==> src/rtl/seg_pkg.sv <==
// Shared definitions for the 7-segment display blocks: segment table,
// frame field offsets and the scan FSM state type.
package seg_pkg;

   localparam logic [7:0]  SEG_OFF       = 8'hFF;
   localparam int unsigned FRAME_SEG_LSB = 8;
   localparam int unsigned FRAME_SEL_LSB = 0;

   typedef enum logic [1:0] {
      WAIT,
      LOAD,
      SEND
   } scan_state_t;

   // Active-low {dp,g,f,e,d,c,b,a}; dp is always off.
   function automatic logic [7:0] seg_decode(input logic [3:0] nibble);
      logic [7:0] seg;
      case (nibble)
         4'h0:    seg = 8'hC0;
         4'h1:    seg = 8'hF9;
         4'h2:    seg = 8'hA4;
         4'h3:    seg = 8'hB0;
         4'h4:    seg = 8'h99;
         4'h5:    seg = 8'h92;
         4'h6:    seg = 8'h82;
         4'h7:    seg = 8'hF8;
         4'h8:    seg = 8'h80;
         4'h9:    seg = 8'h90;
         4'hA:    seg = 8'h88;
         4'hB:    seg = 8'h83;
         4'hC:    seg = 8'hC6;
         4'hD:    seg = 8'hA1;
         4'hE:    seg = 8'h86;
         default: seg = 8'h8E;
      endcase
      return seg;
   endfunction

endpackage

==> src/rtl/seg_scan_ctrl_hex2seg.sv <==
// Combinational hex nibble to 7-segment decoder with blanking and
// selectable segment polarity.
module hex2seg
   import seg_pkg::*;
#(
   parameter bit SEG_ACTIVE_LOW = 1'b1
) (
   input  logic [3:0] nibble,
   input  logic       blank,
   output logic [7:0] seg
);

   logic [7:0] seg_low;

   always_comb begin
      seg_low = blank ? SEG_OFF : seg_decode(nibble);
      seg     = SEG_ACTIVE_LOW ? seg_low : ~seg_low;
   end

endmodule

==> src/rtl/seg_scan_ctrl.sv <==
// 8-digit 7-segment scan scheduler feeding an HC595 serializer frame by frame.
// Optional leading-zero blanking when SEG_ZERO_BLANK_EN is defined.
module seg_scan_ctrl #(
   parameter int CLK_FREQ       = 50_000_000,
   parameter int SCAN_HZ        = 1000,
   parameter int SEG_ACTIVE_LOW = 1,
   parameter int SEL_ACTIVE_LOW = 1
) (
   input  logic        clk,
   input  logic        reset,
   input  logic [31:0] disp_data,
   input  logic [7:0]  disp_en,
   output logic [15:0] frame_data,
   output logic        frame_valid,
   input  logic        frame_ready,
   output logic [2:0]  digit_idx,
   output logic        overrun
);
   import seg_pkg::*;

   localparam int unsigned TICK_DIV = CLK_FREQ / SCAN_HZ;
   localparam int unsigned CNT_W    = (TICK_DIV > 1) ? $clog2(TICK_DIV) : 1;
   localparam logic [CNT_W-1:0] TICK_LAST = CNT_W'(TICK_DIV - 1);
   localparam logic [7:0]  SEG_BLANK  = (SEG_ACTIVE_LOW != 0) ? SEG_OFF : ~SEG_OFF;
   localparam logic [7:0]  SEL_NONE   = (SEL_ACTIVE_LOW != 0) ? 8'hFF : 8'h00;
   localparam logic [15:0] FRAME_IDLE = {SEG_BLANK, SEL_NONE};

   logic [CNT_W-1:0] tick_cnt;
   logic             tick;
   scan_state_t      state, state_next;
   logic [31:0]      snap_data, src_data;
   logic [7:0]       snap_en, src_en;
   logic [3:0]       cur_nibble;
   logic             zero_blank, digit_blank;
   logic [7:0]       seg_bits, sel_onehot, sel_bits;
   logic             accept;

   always_comb tick = (tick_cnt == TICK_LAST);

   always_ff @(posedge clk) begin
      if (reset || tick) tick_cnt <= '0;
      else               tick_cnt <= tick_cnt + 1'b1;
   end

   // Digit 0 is built in the same LOAD cycle that takes the snapshot, so it
   // decodes straight from the live inputs.
   always_comb begin
      src_data    = (digit_idx == 3'd0) ? disp_data : snap_data;
      src_en      = (digit_idx == 3'd0) ? disp_en   : snap_en;
      cur_nibble  = src_data[{digit_idx, 2'b00} +: 4];
      digit_blank = ~src_en[digit_idx] | zero_blank;
      sel_onehot  = 8'b1 << digit_idx;
      sel_bits    = (SEL_ACTIVE_LOW != 0) ? ~sel_onehot : sel_onehot;
      accept      = frame_valid & frame_ready;
   end

`ifdef SEG_ZERO_BLANK_EN
   logic [2:0] top_nz;

   always_comb begin
      top_nz = '0;
      for (int unsigned i = 1; i < 8; i++) begin
         if (src_data[4*i +: 4] != 4'h0) top_nz = 3'(i);
      end
      zero_blank = (digit_idx > top_nz);
   end
`else
   always_comb zero_blank = 1'b0;
`endif

   hex2seg #(
      .SEG_ACTIVE_LOW(SEG_ACTIVE_LOW != 0)
   ) u_hex2seg (
      .nibble(cur_nibble),
      .blank (digit_blank),
      .seg   (seg_bits)
   );

   always_comb begin
      state_next  = state;
      frame_valid = (state == SEND);
      case (state)
         WAIT:    if (tick) state_next = LOAD;
         LOAD:    state_next = SEND;
         SEND:    if (accept) state_next = WAIT;
         default: state_next = WAIT;
      endcase
   end

   always_ff @(posedge clk) begin
      if (reset) begin
         state      <= WAIT;
         digit_idx  <= '0;
         frame_data <= FRAME_IDLE;
         overrun    <= 1'b0;
         snap_data  <= '0;
         snap_en    <= '0;
      end else begin
         state   <= state_next;
         overrun <= tick && (state != WAIT);
         if (state == LOAD) begin
            frame_data[FRAME_SEG_LSB +: 8] <= seg_bits;
            frame_data[FRAME_SEL_LSB +: 8] <= sel_bits;
            if (digit_idx == 3'd0) begin
               snap_data <= disp_data;
               snap_en   <= disp_en;
            end
         end
         if (accept) digit_idx <= digit_idx + 3'd1;
      end
   end

endmodule

==> config.mk <==
export PLATFORM = sky130hd
export DESIGN_NAME = seg_scan_ctrl
export DESIGN_NICKNAME = d
export VERILOG_FILES = /design/src/rtl/seg_pkg.sv /design/src/rtl/seg_scan_ctrl_hex2seg.sv /design/src/rtl/seg_scan_ctrl.sv
export SDC_FILE = /design/constraint.sdc
export NUM_CORES = 1
export LEC_CHECK = 0
export BUFFER_PORTS_ARGS = -buffer_cell sky130_fd_sc_hd__buf_2
export CAP_MARGIN = 20
export CORE_AREA = 2 2 98 109
export DETAILED_ROUTE_END_ITERATION = 10
export DIE_AREA = 0 0 100 111
export GPL_TIMING_DRIVEN = 0
export RECOVER_POWER = 100
export SLEW_MARGIN = 15
export SYNTH_ARGS = -nofsm -noshare
export SYNTH_HDL_FRONTEND = slang
export SYNTH_HIERARCHICAL = 1
export SYNTH_SLANG_ARGS = --single-unit
==> constraint.sdc <==
create_clock -name clk -period 4.77 [get_ports clk]
set_clock_uncertainty 0.1 [all_clocks]
set_input_delay 0.2385 -clock clk [delete_from_list [all_inputs] [get_ports clk]]
set_output_delay 0.2385 -clock clk [all_outputs]
set_load 0.05 [all_outputs]
# Word level (Yosys, flattened, before mapping)
# Memory sizes are Yosys's and may differ from the RTL's.
# Cells that the tools add are included.
[classes]
addsub = 2
mul = 0
div_mod_pow = 0
magnitude_cmp = 1
eq_ne = 5
shift = 2
muxes = 8
n_bitwise = 2
n_reduce_logical = 6
[ops]
columns = ["operator", "n"]
rows = [
  ["2-to-1 mux 32 bit", 1],
  ["indexed part select 32 x 6 -> 4 bit", 1],
  ["adder 16 x 1 -> 16 bit (second input constant)", 1],
  ["== test 16 bit (second input constant)", 1],
  ["2-to-1 mux 8 bit", 2],
  ["inverter 8 bit", 1],
  ["left shift 1 x 3 -> 8 bit (first input constant)", 1],
  ["one-hot mux 2 bit (3 select lines)", 1],
  ["< comparator 3 x 4 -> 1 bit (second input constant)", 1],
  ["2-to-1 mux 2 bit", 2],
  ["adder 3 x 1 -> 3 bit (second input constant)", 1],
  ["binary-select mux 1 bit (select 3 bit)", 1],
  ["zero test 3 bit", 1],
  ["== test 2 x 1 -> 1 bit (second input constant)", 1],
  ["== test 2 bit (second input constant)", 1],
  ["zero test 2 bit", 1],
  ["inequality test 2 x 1 -> 1 bit (second input constant)", 1],
  ["inequality test 2 bit (second input constant)", 1],
  ["AND reduction 2 bit", 1],
  ["nonzero test 2 bit", 1],
  ["bitwise AND 1 bit", 1],
  ["logical AND 1 bit", 1],
  ["logical OR 1 bit", 1],
  ["2-to-1 mux 1 bit", 1],
]
[word_totals]
regBits = 78
latch_bits = 0
mem_bits_rw = 0
romBits = 112
in_bits = 43
output_inout_bits = 21
word_cells = 34
mem_count = 1
[mem_list]
columns = ["name", "words", "word_bits", "rd", "rd_clocked_by_memory_dff", "write_ports", "line", "text"]
rows = [
  ["(no name shown)", 16, 7, 1, 0, 0, "seg_pkg.sv:18", "case (nibble)"],
]

# Depth between registers and ports, before layout
# Gate-level depths: netlist of the first run.
[logic_depth]
ltp_word = 5
depth_mapped = 17
ltp_nobuf = 13

# Modules after synthesis
# Netlist of the first run, hierarchy kept.
[by_module_without_submodules]
columns = ["module", "n_inst", "cells_per_inst", "area_per_inst_um2", "seq_area_each_um2"]
rows = [
  ["seg_scan_ctrl", 1, 425, 3590.9, 1561.5],
  ["hex2seg", 1, 38, 305.3, 0.0],
]

# Least setup slack after synthesis of the first run
# Ideal clock, no wire load.
[synth_timing]
path_kind = "reg2reg"
from = "register digit_idx[1]"
to = "register frame_data[9]"
setup_time_ns = 0.122
arrival_time_ns = 3.688
setup_slack_ns = 0.859
stages_incl_launch_ff = 18
n_path_buf = 4
synth_period_minus_slack_ns = 3.911
cell_sequence = "dfxtp_1 -> buf_2 -> buf_4 -> inv_1 -> ha_1 -> nor2b_1 -> buf_6 -> buf_4 -> mux2i_1 -> o22ai_1 -> nor3_1 -> a31oi_1 -> inv_1 -> ha_1 -> or2_1 -> a311o_1 -> nand2_1 -> nand3b_1"
[synth_between]
elab_chain_cells = 5
elab_cells_between_ends = 8
[synth_lines]
columns = ["item", "line", "text"]
rows = [
  ["start: declaration", "seg_scan_ctrl.sv:16", "output logic [2:0] digit_idx,"],
  ["start signal: assignment", "seg_scan_ctrl.sv:109", "if (accept) digit_idx <= digit_idx + 3'd1;"],
  ["zero test 3 bit", "seg_scan_ctrl.sv:48", "src_data = (digit_idx == 3'd0) ? disp_data : snap_data;"],
  ["2-to-1 mux 32 bit", "-", ""],
  ["indexed part select 32 x 6 -> 4 bit (*)", "seg_scan_ctrl.sv:50", "cur_nibble = src_data[{digit_idx, 2'b00} +: 4];"],
  ["named net cur_nibble[0]", "seg_scan_ctrl.sv:33", "logic [3:0] cur_nibble;"],
  ["memory (16 x 7 bit) (*)", "-", ""],
  ["2-to-1 mux 8 bit (*)", "seg_scan_ctrl_hex2seg.sv:16", "seg_low = blank ? SEG_OFF : seg_decode(nibble);"],
  ["named net seg_bits[1]", "seg_scan_ctrl.sv:35", "logic [7:0] seg_bits, sel_onehot, sel_bits;"],
  ["end signal: indexed assignment", "seg_scan_ctrl.sv:102", "frame_data[FRAME_SEG_LSB +: 8] <= seg_bits;"],
  ["end signal: indexed assignment", "seg_scan_ctrl.sv:103", "frame_data[FRAME_SEL_LSB +: 8] <= sel_bits;"],
  ["end: declaration", "seg_scan_ctrl.sv:13", "output logic [15:0] frame_data,"],
]
# The timed path passes the listed nets; every way through them passes the cells marked *. The select of a mux whose other input is x is not followed.
# A chain may end at the register's enable or synchronous reset.

# Final worst setup path of the first run
[layout_timing]
from = "register digit_idx[0]"
to = "register frame_data[9]"
# The elaborated chain is that of the path after synthesis.

==> metrics, run 1 <==
status=completed; fin crit share=90.7%; Remaining Overflow, GRT=0; Final Max Tran Viols=0; first drt pass iteration count=5; kind of cell adding the most delay to the critical path=buffers and inverters; MaxCap Viol Count=0; vias per cell=5.24; utilization after layout=45.2%; die width=100 um; final net count=593; initial antenna violation count=1; commonest non-fill, non-tap cell in the layout=nand2_1; IO Pins=64; Worst-Skew Late Latency=0.34 ns; TritonCTS clock tree=built; Setup Buffers After CTS=0; gr usage total=18.8%; Finished Cell Area=4590 sq um; Worst path most repeated cell=ha_1; wl on met1=4510 um; final RePlAce weighted congestion=0.858; DRC violations left=0; startpoint types=flip-flop; final worst setup slack=0.442 ns; Leak=1.86 nW; TritonCTS buffer count=9; CP Data Arrival Time=4.46 ns; layout cell share with drive strength beyond 1=14.5%; first-pass GRT wire length=16400 um; largest net degree at the start of global routing=12; Relative slew margins=51.8%; Crit. End Element=flip-flop; Crit Path Class=flip-flop to flip-flop; Syn Inst Count=463; routed wire length=9930 um; Post-Syn Nets=520; Cell Area, Placed=4360 sq um; # resized after CTS=0; post-synthesis mux area share=12.5%; total chip power=1.40 mW; Hold-fix buffers, CTS=0; f_max=0.231 GHz; WL met2=4780 um; EDFF count, synth=0; per-cell routed wire length=15.0 um; via count=3472; Synth Area in Simple Gates=23.2%; top area cells in the synthesized netlist=dfxtp_1 (40%), nand2_1 (12%), mux4_2 (5.8%), a21oi_1 (5.5%), mux2i_1 (4.9%); crit-path max FO=10; Yosys reg bits=78; H-tree Lvls=3; Yosys warning count=6; Fin Setup TNS=0 ns; detailed placer's ending HPWL=7360 um; worst vdd ir=150 uV; Initial Utilization=38.4%; Placed Cells incl. Taps=648; CP max stage cell=a31oi_1; post-synthesis adder-cell area fraction=4.50%; Root Driver=clkbuf_16; Synth area leader=dfxtp_1; WHS=0.0433 ns; Worst Path Buf+Inv=5; synth-to-layout area growth=17.8%; worst-case clock buffer depth=2; CP cell instances=buf_2, clkinv_1, ha_1, nor2b_1, clkbuf_1, buf_4, mux2i_1, o22ai_1, nor3_1, a31oi_1, inv_1, ha_1, or2_1, a311o_1, nand2_1, nand3b_1; DRT iter0 DRCs=193; Finished Layout Cells=663; share of synthesized flip-flops with an asynchronous set or reset=0%; Final Critical Period=4.33 ns; RSZ-0062 raised after global routing=false; die footprint=11100 sq um; post-synthesis sequential area ratio=40.1%; Compound-Gate Fraction of Synth Area=11.0%; PwrDens=304 nW/um^2; most frequent cells in the layout=nand2_1 (120), dfxtp_1 (78), buf_2 (48); core box area=10100 sq um; antenna-violating nets left=0; XOR/XNOR share of the synthesized area=3.37%; CTS clk-pin slew, worst paths=0.06 ns; Port Buffers=62; Site Rows=39; DR WL met3=438 um; Mapped Area=3900 sq um; die height=111 um; clk sinks=78; Hold WC Path Type=input port to flip-flop; Unique masters post-synth=40; Final Hold Viols=0; vias in the first global route=3432; ys flop type=dfxtp_1; highest metal used=met4; CP peak stage delay=0.56 ns; dpl ws=0.576 ns; # setup viols final=0; required time worst endpoint=4.90 ns; top-area cell type share of the netlist area=40.1%; Avg Cell Area, Syn=8.42 sq um; Worst Tran Pin Value=0.716 ns; largest family of logic cells by synthesized area=simple AND/OR/NAND/NOR gates
## state kept, by name, indices dropped and copies added (netlist names)
register / count
digit_idx: 3
frame_data: 16
snap_en: 8
tick_cnt: 16
overrun: 1
snap_data: 32
state: 2
## Yosys cell counts, drive strengths merged, types with 2 or more instances
library cell,number
a32oi,2
xor2,6
dfxtp,78
ha,14
mux2i,19
o22ai,10
nand3,12
nor4,3
a21oi,43
clkbuf,11
mux2,6
o21ai,7
nor2,29
nand4,3
mux4,10
a211o,4
nor2b,5
nand3b,8
xnor2,9
and3,5
buf,20
inv,8
a31oi,4
nand2b,10
nor3,8
nand2,120
## metal layers
layer | GRT usage, % | vias up
met4 | 8.58 | 0
li1 | - | 1721
met1 | 23.9 | 1642
met5 | 0 | -
met2 | 30.6 | 92
met3 | 3.85 | 17
## where the power goes
group	internal, mW	total, mW	switching (mW)
sequential	0.654	0.656	0.00209
clock	0.399	0.656	0.257
combinational	0.0385	0.0843	0.0458
total	1.09	1.40	0.305
## worst min-delay path, delay by kind of cell
| kind | cells | cell delay [ns] |
|---|---|---|
| compound gates | 1 | 0.05 |
| buf+inv | 1 | 0.10 |
| simple gates | 1 | 0.05 |
## cell families after synthesis
logic type | Yosys count
multiplexers | 35
adder cells (fa/ha/maj) | 14
flip-flops | 78
buffers and inverters | 40
XOR/XNOR | 15
AO/OA/AOI/OAI | 74
AND/OR/NAND/NOR | 206
other | 1
## layout make-up
class	instances	area [sq um]
fill	1051	5560
multi-input combinational	345	2130
sequential	78	1560
timing repair buffer	62	284
clock buffer	12	236
buffer	31	155
tap	123	154
clock inverter	2	35.0
inverter	9	33.8
antenna	1	2.50
## path summary, 6_finish.rpt
check	startpoint	end	slack, ns	cells after the start
max	digit_idx[0]	frame_data[9]	0.44	16
max reg2reg	digit_idx[0]	frame_data[9]	0.44	16
min reg2reg	snap_data[19]	snap_data[19]	0.35	2
min	disp_en[3]	snap_en[3]	0.04	3
Power figures use the tool's default switching activity.
==> inputs of run 2 (changes only) <==
Settings changed: RECOVER_POWER 100 to 25.
==> run 2 against run 1 <==
Net effect:
- global-route usage unchanged
- critical path depth is the same
- clock-buffer cell count unchanged
- critical path type unchanged
==> metrics, run 2 (synthesized netlist as in run 1, its figures left out) <==
RSZ-0062 raised after global routing=false; vias in the first global route=3432 (unchanged); clk sinks=78 (unchanged); per-cell routed wire length=15.0 um (+0.40%); Hold WC Path Type=input port to flip-flop; final RePlAce weighted congestion=0.858 (unchanged); CP cell instances=buf_2, clkinv_1, ha_1, nor2b_1, buf_6, buf_4, mux2i_1, o22ai_1, nor3_1, a31oi_1, inv_1, ha_1, or2_1, a311o_1, nand2_1, nand3b_1; status=completed; required time worst endpoint=4.90 ns (about the same); fin crit share=89.3% (-1.4 points); first drt pass iteration count=4 (-1); CP max stage cell=a31oi_1; synth-to-layout area growth=18.3%; worst vdd ir=149 uV (-0.95%); f_max=0.235 GHz (+1.6%); gr usage total=18.8% (unchanged); Crit Path Class=flip-flop to flip-flop; die height=111 um (unchanged); kind of cell adding the most delay to the critical path=buffers and inverters; Worst-Skew Late Latency=0.34 ns (about the same); routed wire length=9970 um (+0.40%); startpoint types=flip-flop; # setup viols final=0 (unchanged); # resized after CTS=0 (unchanged); worst-case clock buffer depth=2 (unchanged); detailed placer's ending HPWL=7360 um (unchanged); Fin Setup TNS=0 ns (unchanged); Worst Path Buf+Inv=5 (unchanged); most frequent cells in the layout=nand2_1 (120), dfxtp_1 (78), buf_2 (55); vias per cell=5.23 (-0.17%); TritonCTS buffer count=9 (unchanged); Final Hold Viols=0 (unchanged); CP peak stage delay=0.55 ns (about the same); Top reg by flops=snap_data; first-pass GRT wire length=16400 um (unchanged); Largest register FFs=32 (unchanged); Site Rows=39 (unchanged); Setup Buffers After CTS=0 (unchanged); DRC violations left=0 (unchanged); utilization after layout=45.4% (+0.20 points); H-tree Lvls=3 (unchanged); PwrDens=303 nW/um^2 (-0.39%); layout cell share with drive strength beyond 1=16.1% (+1.7 points); via count=3466 (-0.17%); total chip power=1.40 mW (about the same); Crit. End Element=flip-flop; final net count=593 (unchanged); largest net degree at the start of global routing=12 (unchanged); Worst Tran Pin Value=0.724 ns (+0.00811 ns); Relative slew margins=51.2% (-0.55 points); Worst path most repeated cell=ha_1; core box area=10100 sq um (unchanged); Root Driver=clkbuf_16; Leak=1.89 nW (+1.4%); DRT iter0 DRCs=223 (+16%); die footprint=11100 sq um (unchanged); crit-path max FO=10 (unchanged); Final Critical Period=4.26 ns (-0.0671 ns); commonest non-fill, non-tap cell in the layout=nand2_1; Port Buffers=62 (unchanged); MaxCap Viol Count=0 (unchanged); Final Max Tran Viols=0 (unchanged); wl on met1=4550 um (+0.78%); Remaining Overflow, GRT=0 (unchanged); IO Pins=64 (unchanged); highest metal used=met4; Largest regs=snap_data: 32 flops, frame_data: 16 flops, tick_cnt: 16 flops; antenna-violating nets left=0 (unchanged); initial antenna violation count=1 (unchanged); CP Data Arrival Time=4.39 ns (-0.07 ns); die width=100 um (unchanged); CTS clk-pin slew, worst paths=0.06 ns (about the same); DR WL met3=450 um (+2.7%); Hold-fix buffers, CTS=0 (unchanged); TritonCTS clock tree=built; WL met2=4820 um (+0.84%); Initial Utilization=38.4% (unchanged)
[run 2: per-layer routing]
layer | vias to the layer above | global-route usage, %
met5 | - | 0
met4 | 0 | 8.58
met3 | 12 | 3.85
met1 | 1639 | 23.9
li1 | 1718 | -
met2 | 97 | 30.6
[run 2: tightest hold or removal path, delay by kind of cell]
kind,cells,cell delay (ns)
buf+inv,1,0.10
simple gates,1,0.05
compound gates,1,0.05
[run 2: area by class of cell]
cell class,instances,area (sq um)
tap,123,154
timing repair buffer,62,287
inverter,9,33.8
clock inverter,2,35.0
antenna,1,2.50
multi-input combinational,345,2130
sequential,78,1560
buffer,31,173
fill,1045,5540
clock buffer,12,236
[run 2: power by group]
| part | switching (mW) | internal, mW |
|---|---|---|
| Sequential | 0.00208 | 0.654 |
| Combinational | 0.0456 | 0.0388 |
| Clock | 0.257 | 0.399 |
[run 2: final timing paths]
check,cells past startpoint,end,slack [ns],from
min,3,snap_en[3],0.05,disp_en[3]
max reg2reg,16,frame_data[9],0.51,digit_idx[0]
min reg2reg,2,snap_en[3],0.35,snap_en[3]
max,16,frame_data[9],0.51,digit_idx[0]
[run 2: metrics by stage]
step                      std cells  setup WS, ns  hold slack (ns)  instance area (sq um)
final                           663         0.509           0.0455                   4610
after global routing            663         0.222           0.0504                   4610
after CTS                       662         0.551           0.0388                   4630
after detailed placement        648         0.576            0.346                   4360
after global placement          648         0.625            0.340                   4360
after floorplan                 463         0.859            0.274                   3900
